===== config.mk =====
export PLATFORM = sky130hd
export DESIGN_NAME = fir_serial_lowpass_flat
export DESIGN_NICKNAME = d
export VERILOG_FILES = /design/src/rtl/fir_serial_lowpass_if.sv /design/src/rtl/fir_serial_lowpass.sv /design/src/flat_wrapper.sv
export SDC_FILE = /design/constraint.sdc
export NUM_CORES = 2
export LEC_CHECK = 0
export CAP_MARGIN = 5
export CORE_UTILIZATION = 41
export CTS_CLUSTER_SIZE = 12
export DETAILED_ROUTE_END_ITERATION = 7
export GPL_TIMING_DRIVEN = 0
export PLACE_DENSITY_LB_ADDON = 0.05
export SYNTH_ARGS = -nofsm -noshare
export SYNTH_HDL_FRONTEND = slang
export SYNTH_SLANG_ARGS = --single-unit

===== constraint.sdc =====
create_clock -name clock -period 11.1 [get_ports clock]
set_input_delay 1.665 -clock clock [delete_from_list [all_inputs] [get_ports clock]]
set_output_delay 1.665 -clock clock [all_outputs]
set_load 0.02 [all_outputs]

===== src/rtl/fir_serial_lowpass_if.sv =====
// Sample, coefficient-RAM and status signals between the serial FIR and its surroundings.
// The slave side is the filter; the master side is the sample source, coefficient RAM and consumer.
interface fir_serial_lowpass_if;
    logic signed [17:0] datain;
    logic               endata;
    logic        [6:0]  coefaddress;
    logic signed [7:0]  coefdata;
    logic signed [17:0] dataout;
    logic               endataout;
    logic               busy;
    logic               overrun;

    modport master (
        output datain, endata, coefdata,
        input  coefaddress, dataout, endataout, busy, overrun
    );

    modport slave (
        input  datain, endata, coefdata,
        output coefaddress, dataout, endataout, busy, overrun
    );
endinterface


===== src/rtl/fir_serial_lowpass.sv =====
// Serial-MAC FIR low-pass: one multiply-accumulate per clock over an NTAPS-deep circular history.
// Coefficients come from a shared RAM with one cycle of read latency.
module fir_serial_lowpass #(
    parameter int NTAPS     = 64,
    parameter int COEF_BASE = 0,
    parameter int COEF_FRAC = 7
) (
    input  logic                 clock,
    input  logic                 reset,
    fir_serial_lowpass_if.slave  bus
);
    localparam int DATA_W = 18;
    localparam int COEF_W = 8;
    localparam int PROD_W = DATA_W + COEF_W;
    localparam int ACC_W  = PROD_W + 7;
    localparam int PTR_W  = (NTAPS > 1) ? $clog2(NTAPS) : 1;
    localparam int RND    = (COEF_FRAC > 0) ? (2 ** (COEF_FRAC - 1)) : 0;

    localparam logic signed [ACC_W-1:0] RND_C = ACC_W'(RND);
    localparam logic signed [ACC_W-1:0] MAX_C = ACC_W'(131071);
    localparam logic signed [ACC_W-1:0] MIN_C = -ACC_W'(131072);
    localparam logic        [6:0]       BASE  = 7'(COEF_BASE);
    localparam logic        [PTR_W-1:0] LAST  = PTR_W'(NTAPS - 1);
    localparam logic        [PTR_W:0]   NT_C  = (PTR_W + 1)'(NTAPS);

    typedef enum logic [1:0] {IDLE, MAC, DRAIN, OUT} state_t;

    state_t                   state, state_nxt;
    logic [PTR_W-1:0]         wptr, k, rd_ptr;
    logic [PTR_W:0]           rd_wrap;
    logic signed [DATA_W-1:0] hist [NTAPS];
    logic signed [DATA_W-1:0] smp_p1;
    logic signed [PROD_W-1:0] prod_p2;
    logic signed [ACC_W-1:0]  acc;
    logic                     vld_p1, vld_p2;

    function automatic logic signed [ACC_W-1:0] round_half_up(input logic signed [ACC_W-1:0] a);
        return (a + RND_C) >>> COEF_FRAC;
    endfunction

    function automatic logic signed [DATA_W-1:0] sat18(input logic signed [ACC_W-1:0] v);
        if (v > MAX_C)      return MAX_C[DATA_W-1:0];
        else if (v < MIN_C) return MIN_C[DATA_W-1:0];
        else                return v[DATA_W-1:0];
    endfunction

    // Tap k pairs with the k-th most recent sample, walking backwards around the ring.
    assign rd_wrap = {1'b0, wptr} + NT_C - {1'b0, k};
    assign rd_ptr  = (wptr >= k) ? (wptr - k) : rd_wrap[PTR_W-1:0];

    assign bus.busy        = (state != IDLE);
    assign bus.coefaddress = (state == MAC) ? (BASE + 7'(k)) : BASE;

    always_comb begin
        state_nxt = state;
        case (state)
            IDLE:    if (bus.endata) state_nxt = MAC;
            MAC:     if (k == LAST)  state_nxt = DRAIN;
            DRAIN:   if (!vld_p1)    state_nxt = OUT;
            OUT:     state_nxt = IDLE;
            default: state_nxt = IDLE;
        endcase
    end

    always_ff @(posedge clock) begin
        if (reset) begin
            state         <= IDLE;
            wptr          <= '0;
            k             <= '0;
            vld_p1        <= 1'b0;
            vld_p2        <= 1'b0;
            smp_p1        <= '0;
            prod_p2       <= '0;
            acc           <= '0;
            bus.dataout   <= '0;
            bus.endataout <= 1'b0;
            bus.overrun   <= 1'b0;
            for (int i = 0; i < NTAPS; i++) hist[i] <= '0;
        end else begin
            state         <= state_nxt;
            bus.endataout <= 1'b0;
            if (bus.endata && state != IDLE) bus.overrun <= 1'b1;

            // p1: coefficient RAM and history read land together
            vld_p1 <= (state == MAC);
            smp_p1 <= hist[rd_ptr];

            // p2: registered product
            vld_p2  <= vld_p1;
            prod_p2 <= PROD_W'(bus.coefdata) * PROD_W'(smp_p1);

            if (state == IDLE && bus.endata) begin
                hist[wptr] <= bus.datain;
                acc        <= '0;
                k          <= '0;
            end else if (vld_p2) begin
                acc <= acc + ACC_W'(prod_p2);
            end

            if (state == MAC) k <= k + 1'b1;

            if (state == OUT) begin
                bus.dataout   <= sat18(round_half_up(acc));
                bus.endataout <= 1'b1;
                wptr          <= (wptr == LAST) ? '0 : (wptr + 1'b1);
            end
        end
    end
endmodule


===== src/flat_wrapper.sv =====
// flat-port wrapper written by rule: the top's interface ports become plain ports
module fir_serial_lowpass_flat 
#(
    parameter int NTAPS     = 64,
    parameter int COEF_BASE = 0,
    parameter int COEF_FRAC = 7
)
  (clock, reset, bus_datain, bus_endata, bus_coefdata, bus_coefaddress, bus_dataout, bus_endataout, bus_busy, bus_overrun);
  fir_serial_lowpass_if bus_i ();
  input  logic clock;
  input  logic reset;
  input wire logic [$bits(bus_i.datain)-1:0] bus_datain;
  input wire logic [$bits(bus_i.endata)-1:0] bus_endata;
  input wire logic [$bits(bus_i.coefdata)-1:0] bus_coefdata;
  output wire logic [$bits(bus_i.coefaddress)-1:0] bus_coefaddress;
  output wire logic [$bits(bus_i.dataout)-1:0] bus_dataout;
  output wire logic [$bits(bus_i.endataout)-1:0] bus_endataout;
  output wire logic [$bits(bus_i.busy)-1:0] bus_busy;
  output wire logic [$bits(bus_i.overrun)-1:0] bus_overrun;
  assign bus_i.datain = bus_datain;
  assign bus_i.endata = bus_endata;
  assign bus_i.coefdata = bus_coefdata;
  assign bus_coefaddress = bus_i.coefaddress;
  assign bus_dataout = bus_i.dataout;
  assign bus_endataout = bus_i.endataout;
  assign bus_busy = bus_i.busy;
  assign bus_overrun = bus_i.overrun;
  fir_serial_lowpass #(.NTAPS(NTAPS), .COEF_BASE(COEF_BASE), .COEF_FRAC(COEF_FRAC)) u_core (.clock(clock), .reset(reset), .bus(bus_i));
endmodule

## Word-level counts from Yosys, hierarchy flattened

Memory sizes are Yosys's and may differ from the RTL's. A register that Yosys moved wholly into a read port is not among the register bits.
Index checks and enable logic that the tools add are counted.

- Flip-flop bits (word level): 95
- Input bits: 29
- Memories: 1
- Output and inout bits: 28
- Logic and storage cells: 58
- Memory bits (writable): 1152

Memories:

| name | depth | width | read ports | clocked after memory_dff | write ports | RTL line | source |
|---|---|---|---|---|---|---|---|
| u_core.hist | 64 | 18 | 1 | 1 | 64 | fir_serial_lowpass.sv:31 | `logic signed [DATA_W-1:0] hist [NTAPS];` |

- Order comparisons: 3
- Equality and inequality tests: 8
- $mul: 1
- Multiplexer cells: 20
- Add/subtract/negate cells: 7
- Reductions and logical operators: 8

Operator list:

| operator | number |
|---|---|
| $mux 18 | 3 |
| $mux 6 | 6 |
| $add 33x26->33 | 1 |
| $add 33x8->33 const B | 1 |
| $gt 26x18->1 const B | 1 |
| $lt 26x18->1 const B | 1 |
| $mul 8x18->26 | 1 |
| $add 6x1->6 const B | 3 |
| $reduce_or 18->1 | 1 |
| $eq 6x6->1 const B | 2 |
| $sub 6x6->6 | 2 |
| $pmux 2 s4 | 1 |
| $mux 1 | 7 |
| $ge 6x6->1 | 1 |
| $mux 2 | 3 |
| $eq 2x2->1 const B | 2 |
| $ne 2x2->1 const B | 2 |
| $reduce_bool 2->1 | 2 |
| $reduce_and 3->1 | 1 |
| $eq 2x1->1 const B | 1 |
| $logic_and 1x1->1 | 2 |
| $logic_not 2->1 | 1 |
| $ne 2x1->1 const B | 1 |
| $reduce_or 2->1 | 1 |

## Depth between registers and ports, before layout

- Depth in word-level cells: 7
- Mapped depth: 21
- Mapped depth without buffers: 20

## Least setup slack after synthesis

OpenSTA, ideal clock, no wires.

- Path type: input to register
- Start point: in bus_coefdata[7]
- End point: reg u_core.prod_p2[24]
- Data required time: 10.952 ns
- Arrival: 5.827 ns
- Stages on the path: 18
- Buffers on the path: 1
- Setup slack: 5.125 ns
- Setup time: 0.148 ns
- Cells stage by stage: clkinv_1 > clkbuf_1 > fa_1 > fa_1 > inv_1 > fa_1 > inv_1 > fa_1 > inv_1 > ha_1 > o21ai_0 > a21oi_1 > o21ai_0 > o211ai_1 > a21oi_1 > o21ai_0 > o311ai_0 > o311ai_0

- Longest elaborated chain between the ends: 1

Ends and longest elaborated chain:

| element | RTL line | source |
|---|---|---|
| from (decl) | flat_wrapper.sv:14 | `input wire logic [$bits(bus_i.coefdata)-1:0] bus_coefdata;` |
| $mul 8x18->26 | fir_serial_lowpass.sv:90 | `prod_p2 <= PROD_W'(bus.coefdata) * PROD_W'(smp_p1);` |
| to (signal assigned) | fir_serial_lowpass.sv:90 |  |
| to (decl) | fir_serial_lowpass.sv:33 | `logic signed [PROD_W-1:0] prod_p2;` |

No other way between the ends.
A chain may end at the register's enable or synchronous reset.

## Final worst setup path

Same ends and word-level chain as after synthesis.

==> reports/qor.yml <==
status: "finished, final reports clean"
die_y_um: 395
design_power_total_mw: 17.6
crit_top_cell: "fa_1"
p_leak_nw: 26.2
cp_max_fo: 10
cp_slowest_stage_delay_ns: 0.62
critical_path_class: "in2reg"
cts_root_buf: "clkbuf_16"
cp-start-kind: "primary input"
r2r_cells: 11
ios: 57
htree_num_levels: 4
p_per_area_nw_per_um2: 248
ys_warn_count: 0
place_congestion: 0.859
synthArstFlopShare: 0
design.core.area_um2: 153000
internal_power_mw: 11.1
cp-startpoint: "bus_coefdata[7]"
clkSlewWorstSetupHoldPaths_ns: 0.06
clkPwrFrac: 0.268
clk_latency_ns: 0.79
synth_edf_count: 1152
ys.flop_type: "edfxtp_1"
routedWlPerCell_um: 29.0
die_area_um2: 156000
setup_viol_count_final: 0
grt_pass1_wl_um: 276000
fin_util: 0.465
crit_chain: "clkdlybuf4s50_1 -> clkinv_1 -> clkbuf_1 -> fa_1 -> fa_1 -> inv_1 -> fa_1 -> inv_1 -> fa_1 -> inv_1 -> ha_1 -> o21ai_0 -> a21oi_1 -> o21ai_0 -> o211ai_1 -> a21oi_1 -> o21ai_0 -> o311ai_0 -> o311ai_0"
netSwitchingFraction: 0.370
rr_endpoint: "u_core.smp_p1[9]"
io_buffers: 37
slew_viol_final: 0
drv_cap: 0
period_needed_ns: 7.02
place_area_um2: 66400
first_pass_iters: 7
drtIter0Drc: 3166
synth_top_area_cell: "edfxtp_1"
synth_seq_cells: 1265
switchingPower_mw: 6.51
grt_max_degree: 19
ctsHoldBuffers: 0
initial_utilization: 0.415
num_rows: 143
finalCritPeriodShare: 0.633
cp.depth: 19
vdd_drop_max_v: 0.000148
vias: 36664
drc: 0
synth.top_cell.area_share: 0.545
hp-class: "reg2reg"
syn-num-nets: 4677
syn-cell-area_um2: 63400
synth.avg_cell_area_um2: 14.3
reg2reg_slack_ns: 4.93
final_cell_mix: "and2_1, edfxtp_1, mux4_2, clkbuf_1, nor2_1"
die_w_um: 395
critPathSlowestCell: "fa_1"
max_freq_ghz: 0.142
cp.buffers_inverters: 6
seq_area_frac_synth: 0.581
fin_area_um2: 71100
numCtsBuffers: 146
nNetsFinal: 4867
arrival_ns: 7.66
synth.distinct_cells: 69
syn_inst: 4437
wirelength_um: 196000
hold_viol_final: 0
cts_sinks: 1265
clockBufferDepth: 3
crit_end: "u_core.prod_p2[24]"
tns_ns: 0
final_layout_size_suffix_gt1_frac: 0.145
syn2layout_area_growth_pct: 12.0
critPathTopFamily: "adder cells"
grt.total_usage: 0.251
cts_setup_buffers: 0
yosys-top-cells-area: "edfxtp_1, mux4_2, and2_1"
end_kind: "register"
overflow: 0
worstMarginPinSlew_ns: 1.42
relSlewSlack: 0.0537
timing.rr.start: "u_core.k[0]"
comb_power_share: 0.414
final_common_cell: "and2_1"
nFillCells: 13711
antenna_found_initial: 24
rsz0062_at_grt: "no"
antenna_left: 0
cp.required_ns: 11.73
cts_resized: 0
cts_tree: "built"
seq_power_share: 0.318
skew_ns: 0.0346
via_per_inst: 5.41
place_hpwl_um: 140000
grt_pass1_vias: 37019
==> worst min-delay path by stage <==
stage	start	end	slack, ns	cells after the start
floorplan	u_core.vld_p1	u_core.vld_p2	0.44	1
global placement	u_core.bus.overrun	u_core.bus.overrun	0.46	2
detailed placement	u_core.bus.overrun	u_core.bus.overrun	0.46	2
CTS	u_core.bus.overrun	u_core.bus.overrun	0.48	2
global route	u_core.bus.overrun	u_core.bus.overrun	0.50	2
finish	u_core.bus.overrun	u_core.bus.overrun	0.48	2
==> Yosys cell counts (all sizes together) (32+ instances only) <==
| master | number |
|---|---|
| ha | 94 |
| and2 | 1265 |
| dfxtp | 113 |
| mux4 | 360 |
| or2 | 69 |
| a21oi | 56 |
| a211oi | 64 |
| edfxtp | 1152 |
| xnor2 | 59 |
| nor2b | 34 |
| mux2i | 45 |
| nand2 | 91 |
| buf | 65 |
| o21ai | 32 |
| fa | 117 |
| inv | 168 |
| nor2 | 184 |
| clkbuf | 263 |
==> kinds of logic (layout without fill, tap and decap cells) <==
kind of cell             count (synthesis)  in the layout  synth area share
AND/OR/NAND/NOR                       1753           1753             0.162
AO/OA/AOI/OAI                          225            225            0.0234
flip-flops                            1265           1265             0.581
adder cells (fa/ha/maj)                211            211            0.0555
other                                    1             12         0.0000591
buffers and inverters                  499            800            0.0322
multiplexers                           405            405             0.135
XOR/XNOR                                78             78            0.0109
==> per-layer routing <==
metal | track usage | vias to the layer above | routed length, um
met2 | 0.395 | 1011 | 91400
met3 | 0.0413 | 230 | 11800
met5 | 0 | - | 41
li1 | - | 16284 | -
met1 | 0.362 | 19133 | 88400
met4 | 0.0658 | 6 | 4650
==> state kept, by name, summed over array words and instances (netlist names) <==
register / flops
u_core.vld_p1: 1
u_core.smp_p1: 18
u_core.vld_p2: 1
u_core.bus.dataout: 18
u_core.state: 2
u_core.k: 6
u_core.bus.overrun: 1
u_core.hist: 1152
u_core.acc: 33
u_core.bus.endataout: 1
u_core.wptr: 6
u_core.prod_p2: 26
==> worst min-delay path: cells and delay by family, from the launching register on <==
kind | cells | cell delay [ns]
AND/OR/NAND/NOR | 1 | 0.07
flip-flops | 1 | 0.33
AO/OA/AOI/OAI | 1 | 0.04
==> area by class of cell <==
cell class                 count  area (um^2)  area share
antenna                       11         27.5    0.000387
buffer                       330         1410      0.0198
clock buffer                 187         3910      0.0550
clock inverter                72          697     0.00981
inverter                     169          634     0.00893
multi-input combinational   2673        24500       0.345
sequential                  1265        36900       0.519
tap                         2030         2540      0.0357
timing repair buffer          42          445     0.00627
==> through the flow <==
step / setup WS (ns) / hold WS, ns / std cells
2_1_floorplan: 5.13 / 0.438 / 4437
3_3_place_gp: 3.24 / 0.457 / 6504
3_5_place_dp: 3.25 / 0.463 / 6508
4_1_cts: 4.03 / 0.478 / 6767
5_1_grt: 3.68 / 0.505 / 6770
6_report: 4.08 / 0.477 / 6779
==> power groups by stage <==
stage	combinational, mW	clock [mW]	sequential [mW]
floorplan	4.65	0	5.63
global placement	7.30	0	5.70
detailed placement	7.32	0	5.70
CTS	7.34	4.79	5.60
global route	7.77	4.96	5.62
finish	7.28	4.72	5.60
Power figures use the tool's default switching activity.
